## config.mk

```make
export PLATFORM = sky130hd
export DESIGN_NAME = ahb_master_req_fifo
export DESIGN_NICKNAME = d
export VERILOG_FILES = /design/src/rtl/ahb_master_pkg.sv /design/src/rtl/ahb_master_fifo_ram.sv /design/src/rtl/ahb_master_req_fifo.sv
export SDC_FILE = /design/constraint.sdc
export NUM_CORES = 1
export LEC_CHECK = 0
export BUFFER_PORTS_ARGS = -buffer_cell sky130_fd_sc_hd__buf_4
export CAP_MARGIN = 20
export CORE_UTILIZATION = 60
export CTS_BUF_LIST = sky130_fd_sc_hd__clkbuf_16
export DETAILED_ROUTE_END_ITERATION = 8
export GPL_TIMING_DRIVEN = 0
export PLACE_DENSITY = 0.76
export SLEW_MARGIN = 15
export SYNTH_ARGS = -nofsm -noshare
export SYNTH_HDL_FRONTEND = slang
export SYNTH_SLANG_ARGS = --single-unit
export TNS_END_PERCENT = 50
```

## constraint.sdc

```tcl
create_clock -name i_clk -period 7.4 [get_ports i_clk]
set_input_delay 1.48 -clock i_clk [delete_from_list [all_inputs] [get_ports i_clk]]
set_output_delay 1.48 -clock i_clk [all_outputs]
set_load 0.02 [all_outputs]
```

## src/rtl/ahb_master_pkg.sv

```systemverilog
// Shared definitions for the AHB master datapath: FIFO defaults,
// pointer-width helper and the FIFO status bundle.
package ahb_master_pkg;

   localparam int FIFO_WDT_DEF   = 32;
   localparam int FIFO_DEPTH_DEF = 8;
   localparam int FIFO_AF_DEF    = 6;

   // Pointer width: index bits plus one wrap bit.
   function automatic int ptr_w(input int depth);
      return $clog2(depth) + 1;
   endfunction

   typedef struct packed {
      logic full;
      logic almost_full;
      logic overflow;
   } fifo_status_t;

endpackage

```

## src/rtl/ahb_master_fifo_ram.sv

```systemverilog
// DEPTH x WDT register array: synchronous write, asynchronous read, no reset.
module ahb_master_fifo_ram #(
   parameter int WDT   = 32,
   parameter int DEPTH = 8,
   parameter int AW    = $clog2(DEPTH)
) (
   input  logic           i_clk,
   input  logic           i_we,
   input  logic [AW-1:0]  i_waddr,
   input  logic [WDT-1:0] i_wdata,
   input  logic [AW-1:0]  i_raddr,
   output logic [WDT-1:0] o_rdata
);

   logic [WDT-1:0] mem [DEPTH];

   // Write port; contents are deliberately left unreset.
   always_ff @(posedge i_clk) begin
      if (i_we) mem[i_waddr] <= i_wdata;
   end

   assign o_rdata = mem[i_raddr];

endmodule

```

## src/rtl/ahb_master_req_fifo.sv

```systemverilog
// Request/write-data FIFO, first-word-fall-through read side.
// The head only moves on a pop, so data/valid hold while stalled, which
// the downstream skid buffer relies on (its stall arrives one cycle late).
module ahb_master_req_fifo
   import ahb_master_pkg::*;
#(
   parameter int WDT       = FIFO_WDT_DEF,
   parameter int DEPTH     = FIFO_DEPTH_DEF,
   parameter int AF_THRESH = FIFO_AF_DEF
) (
   input  logic                   i_clk,
   input  logic                   i_reset,
   input  logic                   i_flush,
   input  logic                   i_wr_en,
   input  logic [WDT-1:0]         i_wr_data,
   output logic                   o_full,
   output logic                   o_almost_full,
   output logic                   o_overflow,
   output logic [$clog2(DEPTH):0] o_count,
   output logic                   o_rd_valid,
   output logic [WDT-1:0]         o_rd_data,
   input  logic                   i_stall
);

   localparam int PW = ptr_w(DEPTH);
   localparam int AW = PW - 1;

   logic [PW-1:0]  wr_ptr_q, wr_ptr_d;
   logic [PW-1:0]  rd_ptr_q, rd_ptr_d;
   logic [PW-1:0]  count_q, count_d;
   fifo_status_t   status_q, status_d;
   logic           empty, push, pop;
   logic [WDT-1:0] ram_rdata;

   assign empty = (wr_ptr_q == rd_ptr_q);
   // Push gates on the registered full flag; a write while full is dropped.
   assign push  = i_wr_en & ~status_q.full;
   assign pop   = ~empty & ~i_stall;

   // Next-state for pointers, occupancy and status; flush wins over push/pop.
   always_comb begin
      wr_ptr_d = wr_ptr_q;
      rd_ptr_d = rd_ptr_q;
      count_d  = count_q;
      status_d = status_q;
      if (i_flush) begin
         wr_ptr_d = '0;
         rd_ptr_d = '0;
         count_d  = '0;
         status_d = '0;
      end else begin
         if (push) wr_ptr_d = wr_ptr_q + PW'(1);
         if (pop)  rd_ptr_d = rd_ptr_q + PW'(1);
         count_d              = count_q + PW'(push) - PW'(pop);
         status_d.full        = (count_d == PW'(DEPTH));
         status_d.almost_full = (count_d >= PW'(AF_THRESH));
         status_d.overflow    = status_q.overflow | (i_wr_en & status_q.full);
      end
   end

   // State registers, asynchronously cleared.
   always_ff @(posedge i_clk or posedge i_reset) begin
      if (i_reset) begin
         wr_ptr_q <= '0;
         rd_ptr_q <= '0;
         count_q  <= '0;
         status_q <= '0;
      end else begin
         wr_ptr_q <= wr_ptr_d;
         rd_ptr_q <= rd_ptr_d;
         count_q  <= count_d;
         status_q <= status_d;
      end
   end

   ahb_master_fifo_ram #(
      .WDT   (WDT),
      .DEPTH (DEPTH),
      .AW    (AW)
   ) u_ram (
      .i_clk   (i_clk),
      .i_we    (push & ~i_flush),
      .i_waddr (wr_ptr_q[AW-1:0]),
      .i_wdata (i_wr_data),
      .i_raddr (rd_ptr_q[AW-1:0]),
      .o_rdata (ram_rdata)
   );

   assign o_full        = status_q.full;
   assign o_almost_full = status_q.almost_full;
   assign o_overflow    = status_q.overflow;
   assign o_count       = count_q;
   assign o_rd_valid    = ~empty;
   assign o_rd_data     = empty ? '0 : ram_rdata;

endmodule

```

# [Yosys cells after proc, flatten, opt, wreduce, memory -nomap -nowiden]
# Memory sizes are Yosys's and may differ from the RTL's.
# Index checks and enable logic that the tools add are counted.
[totals] elab_cells=34 ram_bits=256 mem_count=1 out_inout_bits=40 inputBits=37 regBits=15
[classes] eq_ne=2 reduce_logical=2 bitwise=9 add_sub_neg=4 n_lt_le_gt_ge=1 mux=9
[memory_table] memory="u_ram.mem" depth=8 width=32 rd=1 rd_clocked_by_memory_dff=0 wr=1 line_no="ahb_master_fifo_ram.sv:15" rtl="logic [WDT-1:0] mem [DEPTH];"
[ops] operator="32-bit two-way mux" count=1
[ops] operator="4-bit two-way mux" count=5
[ops] operator="4-bit by 1-bit adder with 4-bit output, second input constant" count=2
[ops] operator="4-bit by 1-bit adder with 4-bit output" count=1
[ops] operator="1-bit AND" count=4
[ops] operator="4-bit == test" count=1
[ops] operator="4-bit == test, second input constant" count=1
[ops] operator="4-bit by 3-bit >= comparator with 1-bit output, second input constant" count=1
[ops] operator="1-bit inverter" count=4
[ops] operator="2-bit nonzero test" count=2
[ops] operator="4-bit by 1-bit subtractor with 4-bit output" count=1
[ops] operator="3-bit two-way mux" count=1
[ops] operator="1-bit two-way mux" count=2
[ops] operator="1-bit bitwise OR" count=1

# [Longest topological paths before layout]
# Gate-level depths: netlist (run 1).
[depth] ltp_word=6 ltp_mapped=13 depth_no_buf=10

# [By module]
# From an unflattened synthesis (run 1), not the netlist that was laid out.
[hier_totals] cells_unflattened=495 hier_area_um2=10849.2
[by_module_without_submodules] mod="ahb_master_fifo_ram" instances=1 seq_area_each_um2=7687.4 area_per_inst_um2=9825.7 cells_each=383
[by_module_without_submodules] mod="ahb_master_req_fifo" instances=1 seq_area_each_um2=375.4 area_per_inst_um2=1023.5 cells_each=112

# [Least setup slack after synthesis (run 1)]
# No wires, ideal clock.
[synth_timing] path_type="input to register" from="input i_wr_en" to="memory u_ram.mem[0][0], enable pin" stages=4 setup_slack_ns=2.483 path_buffers=0 required_time_ns=6.939 setup_ns=0.461 t_arrival_ns=4.456 path_cell_list="nor2b_1 -> inv_1 -> or3_1 -> nor3_1"
[synth_via] elab_chain_len=4
[synth_lines] item="start: declaration" line_no="ahb_master_req_fifo.sv:14" rtl="input logic i_wr_en,"
[synth_lines] item="1-bit AND" line_no="ahb_master_req_fifo.sv:37" rtl="assign push = i_wr_en & ~status_q.full;"
[synth_lines] item="1-bit AND" line_no="ahb_master_req_fifo.sv:82" rtl=".i_we (push & ~i_flush),"
[synth_lines] item="1-bit two-way mux" line_no="ahb_master_fifo_ram.sv:19" rtl="if (i_we) mem[i_waddr] <= i_wdata;"
[synth_lines] item="1-bit two-way mux (not written as such)" line_no="ahb_master_fifo_ram.sv:19"
[synth_lines] item="end: declaration" line_no="ahb_master_fifo_ram.sv:15"
# Every way passes these cells.

# [Final worst setup path (run 1)]
[layout_timing] from="register rd_ptr_q[2]" to="output o_rd_data[13]"
[layout_via] elab_chain_len=2 word_cells_on_any_way=3 classes_between="1 x eq/ne; 1 x mux; 1 x memory"
[layout_lines] item="start: declaration" line_no="ahb_master_req_fifo.sv:29" rtl="logic [PW-1:0] rd_ptr_q, rd_ptr_d;"
[layout_lines] item="start signal: assignment" line_no="ahb_master_req_fifo.sv:70" rtl="rd_ptr_q <= rd_ptr_d;"
[layout_lines] item="memory read 8 x 32 bit / 4-bit == test (equally long branches)"
[layout_lines] item="32-bit two-way mux *" line_no="ahb_master_req_fifo.sv:94" rtl="assign o_rd_data = empty ? '0 : ram_rdata;"
[layout_lines] item="end: declaration" line_no="ahb_master_req_fifo.sv:21" rtl="output logic [WDT-1:0] o_rd_data,"
# Mark *: on every way between the ends. The rest lies on a longest branch, timed or not.

==> results.py, run 1 <==
metrics = {
    "status": {
        "status": "finished clean",
    },
    "critical_path": {
        "reg2reg_slack_ps": 4170,
        "path_class": "flip-flop to output pin",
        "path_max_fanout": 10,
        "critPathLaunchType": "flip-flop",
        "cp.arrival_ps": 2550,
        "required_ps": 5920,
        "r2r-end": "o_full",
        "endpoint_kind": "output pin",
        "rr_worst_depth": 12,
        "timing.rr.start": "rd_ptr_q[2]",
    },
    "clocking": {
        "cts_resized": 0,
        "cts_num_sinks": 271,
        "clk_pin_slew_ps": 60,
        "cts_tree": "built",
        "clockBufferDepth": 3,
        "cts_post_setup_buffers_inserted": 0,
        "cts_hold_buf": 0,
        "cts_inserted_buffers": 26,
        "cts_root_buffer": "clkbuf_16",
        "insertion_delay_ps": 540,
        "htree_levels": 1,
    },
    "floorplan": {
        "std_cell_rows": 48,
        "initial_core_util_pct": 61.3,
        "die_w_um": 135,
        "coreArea_um2": 17300,
        "die_area_um2": 18200,
        "io_pins": 77,
        "die_h_um": 135,
    },
    "hold_path": {
        "hold_end": "o_overflow",
        "holdCritPathClass": "flip-flop to flip-flop",
        "holdPathStages": 2,
        "hp-start": "o_overflow",
    },
    "timing": {
        "finalHoldViolCount": 0,
        "grt_setup_unrepaired": "false",
        "max_slew.worst_pin.slew_ps": 916,
        "finalSetupTns_ps": 0,
        "setup_ws_ps": 3370,
        "slew_headroom_pct": 38.9,
        "period_share_pct": 54.4,
        "setup_viol": 0,
        "finClkSkew_ps": 25.3,
        "fmax_mhz": 248,
        "min_period_ps": 4030,
        "slew_viol_final": 0,
    },
    "power": {
        "switching_power_mw": 1.19,
        "sw_frac_of_total_pct": 28.9,
        "p_int_mw": 2.94,
        "peakVddDrop_mv": 0.220,
        "p_seq_share_pct": 43.1,
        "leakagePower_nw": 4.21,
        "p_clk_share_pct": 29.2,
        "p_comb_share_pct": 27.7,
        "power_density_nw_per_um2": 330,
    },
    "final_layout": {
        "synthToLayoutAreaGrowth_pct": 18.2,
        "final_common_cell": "edfxtp_1",
        "antenna_cells": 0,
        "layout-drive-gt1-share_pct": 35.1,
        "fin_nets": 663,
        "final_cell_mix": "edfxtp_1 (256), buf_4 (81), mux4_2 (64), nor2_1 (40), mux2i_1 (33)",
    },
    "synth": {
        "syn_inst": 501,
        "ys_warn_count": 0,
        "synth_area_per_cell_um2": 21.2,
        "synth_nets": 545,
        "synth.distinct_cells": 33,
        "yosys.area.top_type_share_pct": 72.5,
        "synth_area_um2": 10600,
        "yosys_register_bits": 271,
        "synth_seq_area_share_pct": 76.0,
        "yosys.area.top_type": "edfxtp_1",
        "synthTopCellsByArea": "edfxtp_1 (72%), mux4_2 (14%), dfrtp_1 (3.5%)",
    },
    "global_route": {
        "grt_pass1_wl_mm": 31.4,
        "grt_max_degree": 20,
        "grt_overflow_total": 0,
        "grtUsageTotal_pct": 24.0,
        "grt_pass1_vias": 5431,
        "antenna_found_initial": 1,
    },
    "routing": {
        "drt-initial-drc-count": 542,
        "drtPass1Iterations": 4,
        "ant_nets": 0,
        "vias_per_cell": 5.99,
        "vias": 5170,
        "post-route-drc-count": 0,
        "wire_per_inst_um": 23.9,
        "wl_mm": 20.6,
    },
    "placement": {
        "io_buffers": 76,
        "place_congestion": 0.807,
        "dp_hpwl_mm": 12.7,
        "post-place-ws_ps": 3540,
    },
    "job": {
        "drv_cap": 0,
    },
}
-- critical path: stages, from the launching register on --
cell and delay, ps:
dfrtp_1 380, buf_6 160, xor2_2 200, nor4_4 410, buf_4 260, buf_2 300
nor2_1 140, buf_4 180
-- layer usage --
layer / wire length, um / GRT usage (%)
met4: 442 / 7.30
met3: 1190 / 3.87
met2: 10500 / 39.7
met5: 3 / 0
met1: 8480 / 33.5
-- cell usage after synthesis, drive strengths merged --
master	instances
nor4b	1
mux2i	33
dfrtp	15
or2b	1
xor2	7
edfxtp	256
nand3	1
or3b	1
fa	1
clkbuf	3
inv	8
or4	1
xnor2	2
nand2	6
a21oi	7
mux4	64
nor2b	4
nor2	46
o31ai	1
buf	23
ha	6
a21o	1
or3	3
o21ai	3
nand2b	3
nand4	1
nor3	2
nor4	1
-- cells by family after synthesis --
logic type	synth area share (%)
flip-flops	76.0
multiplexers	16.7
AND/OR/NAND/NOR	3.14
buffers and inverters	1.78
AO/OA/AOI/OAI	0.613
XOR/XNOR	0.884
adder cells (fa/ha/maj)	0.896
-- flip-flops by register name (all words and copies together), names as in the netlist --
register	count
o_almost_full	1
o_full	1
o_overflow	1
wr_ptr_q	4
rd_ptr_q	4
u_ram.mem	256
o_count	4
-- through the flow --
step           std cells  power, mW  util (%)  hold WS [ps]  instance area (um^2)
3_3_place_gp         802       2.92      66.3           482                 11500
4_1_cts              863       4.17      72.5           513                 12500
2_1_floorplan        501       2.55         -           556                 10600
5_1_grt              863       4.29      72.5           579                 12500
3_5_place_dp         816       2.97      68.0           498                 11800
6_report             863       4.13      72.5           510                 12500
-- cell type report --
type                       instances  area (um^2)
clock inverter                    21          133
buffer                            26          159
fill                            1020         4750
multi-input combinational        196         2410
inverter                           8         30.0
clock buffer                      26          651
tap                              225          282
timing repair buffer              90          815
sequential                       271         8060
-- power groups by stage --
stage	sequential (mW)	clock [mW]	combinational [mW]
6_report	1.78	1.21	1.14
5_1_grt	1.79	1.28	1.22
4_1_cts	1.78	1.23	1.16
3_5_place_dp	1.81	0	1.15
3_3_place_gp	1.81	0	1.11
2_1_floorplan	1.82	0	0.725
-- how the worst max path moves through the flow --
stage / startpoint / to / slack [ps] / depth (start not counted)
6_report: rd_ptr_q[2] / o_rd_data[13] / 3370 / 7
3_3_place_gp: i_wr_en / u_ram.mem[0][8] / 170 / 5
4_1_cts: rd_ptr_q[2] / o_rd_data[13] / 3340 / 7
3_5_place_dp: i_wr_en / u_ram.mem[4][6] / 3540 / 6
2_1_floorplan: i_wr_en / u_ram.mem[0][0] / 2480 / 4
5_1_grt: wr_ptr_q[2] / o_rd_data[13] / 3240 / 7
(Power assumes the default switching activity.)
==> run 2: changes to the inputs <==
Settings changed: CORE_UTILIZATION 60 to 54, PLACE_DENSITY 0.76 to 0.72.
Clock period 7.4 ns to 3.3 ns, I/O delays scaled along.
==> results.py, run 2 (same netlist as run 1, synthesis figures left out) <==
metrics = {
    "final_layout": {
        "multi_input_area_um2": 2430,
        "final_cell_mix": "edfxtp_1 (256), buf_4 (83), mux4_2 (64), nor2_1 (40), mux2i_1 (33)",
        "layout-drive-gt1-share_pct": 34.6,
        "largest_register": "u_ram.mem",
        "fin_area_um2": 12600,
        "antenna_cells": 0,
        "final_util_pct": 66.7,
        "final_common_cell": "edfxtp_1",
        "nFillCells": 1223,
        "ff_latch_area_um2": 8060,
        "synthToLayoutAreaGrowth_pct": 19.1,
        "fin_nets": 666,
        "largest_register_ffs": 256,
    },
    "timing": {
        "finalHoldViolCount": 0,
        "min_period_ps": 3140,
        "setup_viol": 0,
        "setup_ws_ps": 162,
        "slew_viol_final": 0,
        "grt_setup_unrepaired": "false",
        "period_share_pct": 95.1,
        "finalSetupTns_ps": 0,
        "max_slew.worst_pin.slew_ps": 941,
        "slew_headroom_pct": 37.2,
        "fmax_mhz": 319,
        "finClkSkew_ps": 12.1,
    },
    "critical_path": {
        "slowest_delay_ps": 550,
        "timing.rr.start": "rd_ptr_q[0]",
        "cpMostUsedCell": "buf_2",
        "cp_cell_sequence": "buf_2, buf_2, mux4_2, mux2i_1, nor2_1, buf_4",
        "endpoint_kind": "output pin",
        "required_ps": 2640,
        "path_class": "flip-flop to output pin",
        "reg2reg_slack_ps": 160,
        "crit_buf_inv": 3,
        "rr_worst_depth": 12,
        "cp.arrival_ps": 2480,
        "r2r-end": "o_full",
        "slowest_stage": "mux4_2",
        "critPathLaunchType": "flip-flop",
        "path_max_fanout": 10,
        "cp_top_family": "multiplexers",
    },
    "floorplan": {
        "die_w_um": 142,
        "die_h_um": 142,
        "coreArea_um2": 19000,
        "initial_core_util_pct": 56.0,
        "die_area_um2": 20200,
        "std_cell_rows": 50,
        "io_pins": 77,
    },
    "hold_path": {
        "holdCritPathClass": "input pin to asynchronous set/reset pin",
    },
    "clocking": {
        "cts_hold_buf": 0,
        "cts_root_buffer": "clkbuf_16",
        "cts_inserted_buffers": 27,
        "insertion_delay_ps": 530,
        "clk_pin_slew_ps": 60,
        "cts_num_sinks": 271,
        "clockBufferDepth": 3,
        "cts_tree": "built",
        "htree_levels": 1,
    },
    "job": {
        "drv_cap": 0,
    },
    "status": {
        "status": "finished clean",
    },
    "power": {
        "peakVddDrop_mv": 0.408,
        "finalPower_mw": 9.30,
        "switching_power_mw": 2.67,
        "power_density_nw_per_um2": 736,
        "p_int_mw": 6.62,
        "leakagePower_nw": 4.23,
        "sw_frac_of_total_pct": 28.8,
        "p_comb_share_pct": 28.5,
        "p_seq_share_pct": 42.9,
        "p_clk_share_pct": 28.6,
    },
    "routing": {
        "wire_per_inst_um": 23.0,
        "vias_per_cell": 5.73,
        "vias": 5152,
        "drtPass1Iterations": 4,
        "drt-initial-drc-count": 325,
        "ant_nets": 0,
        "post-route-drc-count": 0,
        "wl_mm": 20.7,
    },
    "placement": {
        "place_congestion": 0.811,
        "io_buffers": 76,
        "post-place-ws_ps": 145,
        "dp_hpwl_mm": 12.9,
        "place_area_um2": 11800,
    },
    "global_route": {
        "grt_pass1_wl_mm": 31.6,
        "grtUsageTotal_pct": 21.8,
        "grt_overflow_total": 0,
        "grt_max_degree": 21,
        "grt_pass1_vias": 5490,
        "antenna_found_initial": 0,
    },
}
-- run 2: cell types whose count changed in the layout (fill, tap and decap cells not counted), moves of 2 or more --
cell	delta
clkinv_2	-7
inv_1	+5
buf_16	+2
buf_4	+2
buf_6	-3
-- run 2: worst max-delay path by stage --
stage	startpoint	to	slack (ps)	cells past startpoint
final	rd_ptr_q[0]	o_rd_data[18]	160	6
after global routing	rd_ptr_q[0]	o_full	1	12
after CTS	wr_ptr_q[2]	o_full	80	12
after detailed placement	wr_ptr_q[2]	o_full	140	12
after global placement	i_wr_en	u_ram.mem[1][9]	-3010	6
after floorplan	i_wr_en	u_ram.mem[1][0]	-610	5
-- run 2: cell type report --
type / instances / area share [%]
Clock buffer: 27 / 5.35
Multi-Input combinational cell: 196 / 19.2
Buffer: 26 / 1.29
Tap cell: 260 / 2.57
Clock inverter: 19 / 0.713
Timing Repair Buffer: 92 / 6.82
Inverter: 8 / 0.238
Sequential cell: 271 / 63.8
-- run 2: power by group through the flow --
| stage | sequential [mW] | combinational (mW) | clock, mW |
|---|---|---|---|
| 3_3_place_gp | 4.06 | 2.50 | 0 |
| 3_5_place_dp | 4.06 | 2.60 | 0 |
| 6_report | 3.99 | 2.65 | 2.66 |
| 5_1_grt | 4.00 | 2.86 | 2.82 |
| 4_1_cts | 3.99 | 2.61 | 2.70 |
| 2_1_floorplan | 4.08 | 1.63 | 0 |
-- run 2: what timing repair did --
action / CTS / global route
resized for setup: 0 / 2
setup buffers: 0 / 3
setup endpoints to repair: 0 / 12
-- run 2: stage by stage --
step           hold WS (ps)  cells
2_1_floorplan           556    501
3_3_place_gp            477    837
3_5_place_dp            501    850
4_1_cts                 210    896
5_1_grt                 251    899
6_report                200    899
-- run 2: layer usage --
metal	global-route usage, %	share of wire (%)	vias to the layer above
met5	0	0	-
li1	-	-	2266
met3	3.53	5.9	27
met1	29.6	41	2712
met2	36.7	51	147
met4	6.40	1.5	0
==> run 3: changes to the inputs <==
Settings changed: ABC_AREA set to 1, SLEW_MARGIN 15 to 0.
==> results.py, run 3 <==
metrics = {
    "synth": {
        "async_flop_share_pct": 5.54,
        "synth_common_cells": "edfxtp_1 (256), nor2_1 (197), nand2_1 (147), o21ai_0 (126), nand3_1 (41)",
        "yosys.area.top_type_share_pct": 69.2,
        "yosysMostFrequentCell": "edfxtp_1",
        "ys_warn_count": 0,
        "synth-compound-area-share_pct": 7.59,
        "yosys.area_share.adder_pct": 0.856,
        "synth_xor_area_share_pct": 0.315,
        "ys.flop_type": "edfxtp_1",
        "synth-edff-count": 256,
        "muxShareOfSynthArea_pct": 0,
        "syn_inst": 945,
        "synth.distinct_cells": 24,
        "synthTopCellsByArea": "edfxtp_1 (69%), nor2_1 (6.7%), o21ai_0 (5.7%)",
        "synth_simple_gate_area_share_pct": 15.2,
        "synth_seq_area_share_pct": 72.6,
        "synth_area_um2": 11100,
        "synth_nets": 989,
        "synth_area_per_cell_um2": 11.8,
        "synth_top_family_by_area": "simple AND/OR/NAND/NOR gates",
        "yosys.area.top_type": "edfxtp_1",
        "yosys_register_bits": 271,
    },
    "timing": {
        "max_slew.worst_pin.slew_ps": 681,
        "grt_setup_unrepaired": "false",
        "min_period_ps": 3130,
        "slew_viol_final": 0,
        "period_share_pct": 94.9,
        "finClkSkew_ps": 5.94,
        "setup_viol": 0,
        "finalSetupTns_ps": 0,
        "setup_ws_ps": 168,
        "slew_headroom_pct": 54.6,
        "fmax_mhz": 319,
        "finalHoldViolCount": 0,
    },
    "routing": {
        "drt-initial-drc-count": 655,
        "wire_per_inst_um": 19.3,
        "wl_mm": 26.0,
        "drtPass1Iterations": 7,
        "vias": 7486,
        "vias_per_cell": 5.56,
        "post-route-drc-count": 0,
        "ant_nets": 0,
    },
    "clocking": {
        "cts_post_setup_buffers_inserted": 0,
        "cts_tree": "built",
        "cts_inserted_buffers": 27,
        "clockBufferDepth": 3,
        "htree_levels": 1,
        "clk_pin_slew_ps": 70,
        "cts_resized": 0,
        "cts_root_buffer": "clkbuf_16",
        "cts_num_sinks": 271,
        "insertion_delay_ps": 520,
        "cts_hold_buf": 0,
    },
    "critical_path": {
        "endpoint_kind": "output pin",
        "slowest_stage": "dfrtp_1",
        "required_ps": 2640,
        "critPathLaunchType": "flip-flop",
        "path_class": "flip-flop to output pin",
        "slowest_delay_ps": 470,
        "path_max_fanout": 10,
        "rr_worst_depth": 17,
        "cpMostUsedCell": "buf_2",
        "cp.arrival_ps": 2470,
        "cp_cell_sequence": "inv_1, buf_2, buf_2, buf_2, a21oi_1, nor2_2, buf_4",
    },
    "final_layout": {
        "fin_nets": 1103,
        "final_common_cell": "edfxtp_1",
        "largest_register": "u_ram.mem",
        "largest_register_ffs": 256,
        "final_cells": 1347,
        "final_util_pct": 65.2,
        "ff_latch_area_um2": 8060,
        "nFillCells": 1492,
        "fin_area_um2": 13100,
        "layout-drive-gt1-share_pct": 17.7,
        "antenna_cells": 0,
        "final_cell_mix": "edfxtp_1 (256), nor2_1 (190), nand2_1 (147), o21ai_0 (126), buf_4 (77)",
        "multi_input_area_um2": 2730,
        "synthToLayoutAreaGrowth_pct": 18.4,
    },
    "global_route": {
        "antenna_found_initial": 0,
        "grt_pass1_vias": 7365,
        "grt_pass1_wl_mm": 40.6,
        "grtUsageTotal_pct": 25.1,
        "grt_overflow_total": 0,
        "grt_max_degree": 28,
    },
    "floorplan": {
        "std_cell_rows": 52,
        "die_h_um": 145,
        "die_w_um": 145,
        "io_pins": 77,
        "initial_core_util_pct": 55.1,
        "coreArea_um2": 20200,
        "die_area_um2": 21100,
    },
    "job": {
        "drv_cap": 0,
    },
    "placement": {
        "dp_hpwl_mm": 16.3,
        "placed_cells": 1300,
        "place_area_um2": 12300,
        "place_congestion": 0.778,
        "io_buffers": 76,
        "post-place-ws_ps": 565,
    },
    "status": {
        "status": "finished clean",
    },
    "power": {
        "power_density_nw_per_um2": 711,
        "peakVddDrop_mv": 0.521,
        "leakagePower_nw": 4.90,
    },
    "hold_path": {
        "holdCritPathClass": "input pin to asynchronous set/reset pin",
    },
}
==> run 3: stage by stage <==
stage                     power [mW]  hold slack [ps]
after floorplan                 5.50              514
after global placement          6.34              494
after detailed placement        6.40              499
after CTS                       9.39              213
after global routing            9.75              245
final                           9.35              210
==> run 3: final cells by class <==
| cell class | count | share of cell area (%) |
|---|---|---|
| inverter | 24 | 0.704 |
| clock inverter | 20 | 1.47 |
| tap | 270 | 2.57 |
| multi-input combinational | 595 | 20.7 |
| timing repair buffer | 85 | 5.84 |
| sequential | 271 | 61.3 |
| buffer | 55 | 2.21 |
| clock buffer | 27 | 5.14 |
==> run 3: path summary, 6_finish.rpt <==
| path | from | to | slack, ps |
|---|---|---|---|
| min | i_reset | rd_ptr_q[2] | 210 |
| max | rd_ptr_q[1] | o_rd_data[18] | 170 |
| max in group asynchronous | i_reset | rd_ptr_q[3] | 2690 |
| min in group i_clk | i_flush | o_overflow | 370 |
| max reg2reg | rd_ptr_q[0] | o_full | 420 |
| min reg2reg | o_overflow | o_overflow | 510 |
==> run 3: cells by family (layout without fill, tap and decap cells) <==
| group | Yosys count | count (layout) |
|---|---|---|
| and+or+nand+nor | 416 | 416 |
| buffers and inverters | 79 | 211 |
| adders and majority gates | 7 | 7 |
| DFF | 271 | 271 |
| xor gates and xnor gates | 4 | 4 |
| AOI/OAI and AO/OA | 168 | 168 |
==> run 3: metal layers <==
layer | GRT usage, % | part of all wire (%)
met5 | 0 | 0
met2 | 43.4 | 50
met1 | 32.8 | 40
met3 | 3.98 | 7.4
met4 | 8.05 | 3.2
==> run 3: worst max-delay path, delay by kind of cell (launching register included) <==
family | cells | cell delay, ps
buffers and inverters | 5 | 1160
DFF | 1 | 470
and+or+nand+nor | 1 | 170
AOI/OAI and AO/OA | 1 | 140
==> run 3: power breakdown <==
part	internal, mW	total [mW]	switching [mW]
clock network	1.79	3.00	1.21
registers	3.90	3.95	0.0499
logic	0.824	2.41	1.58
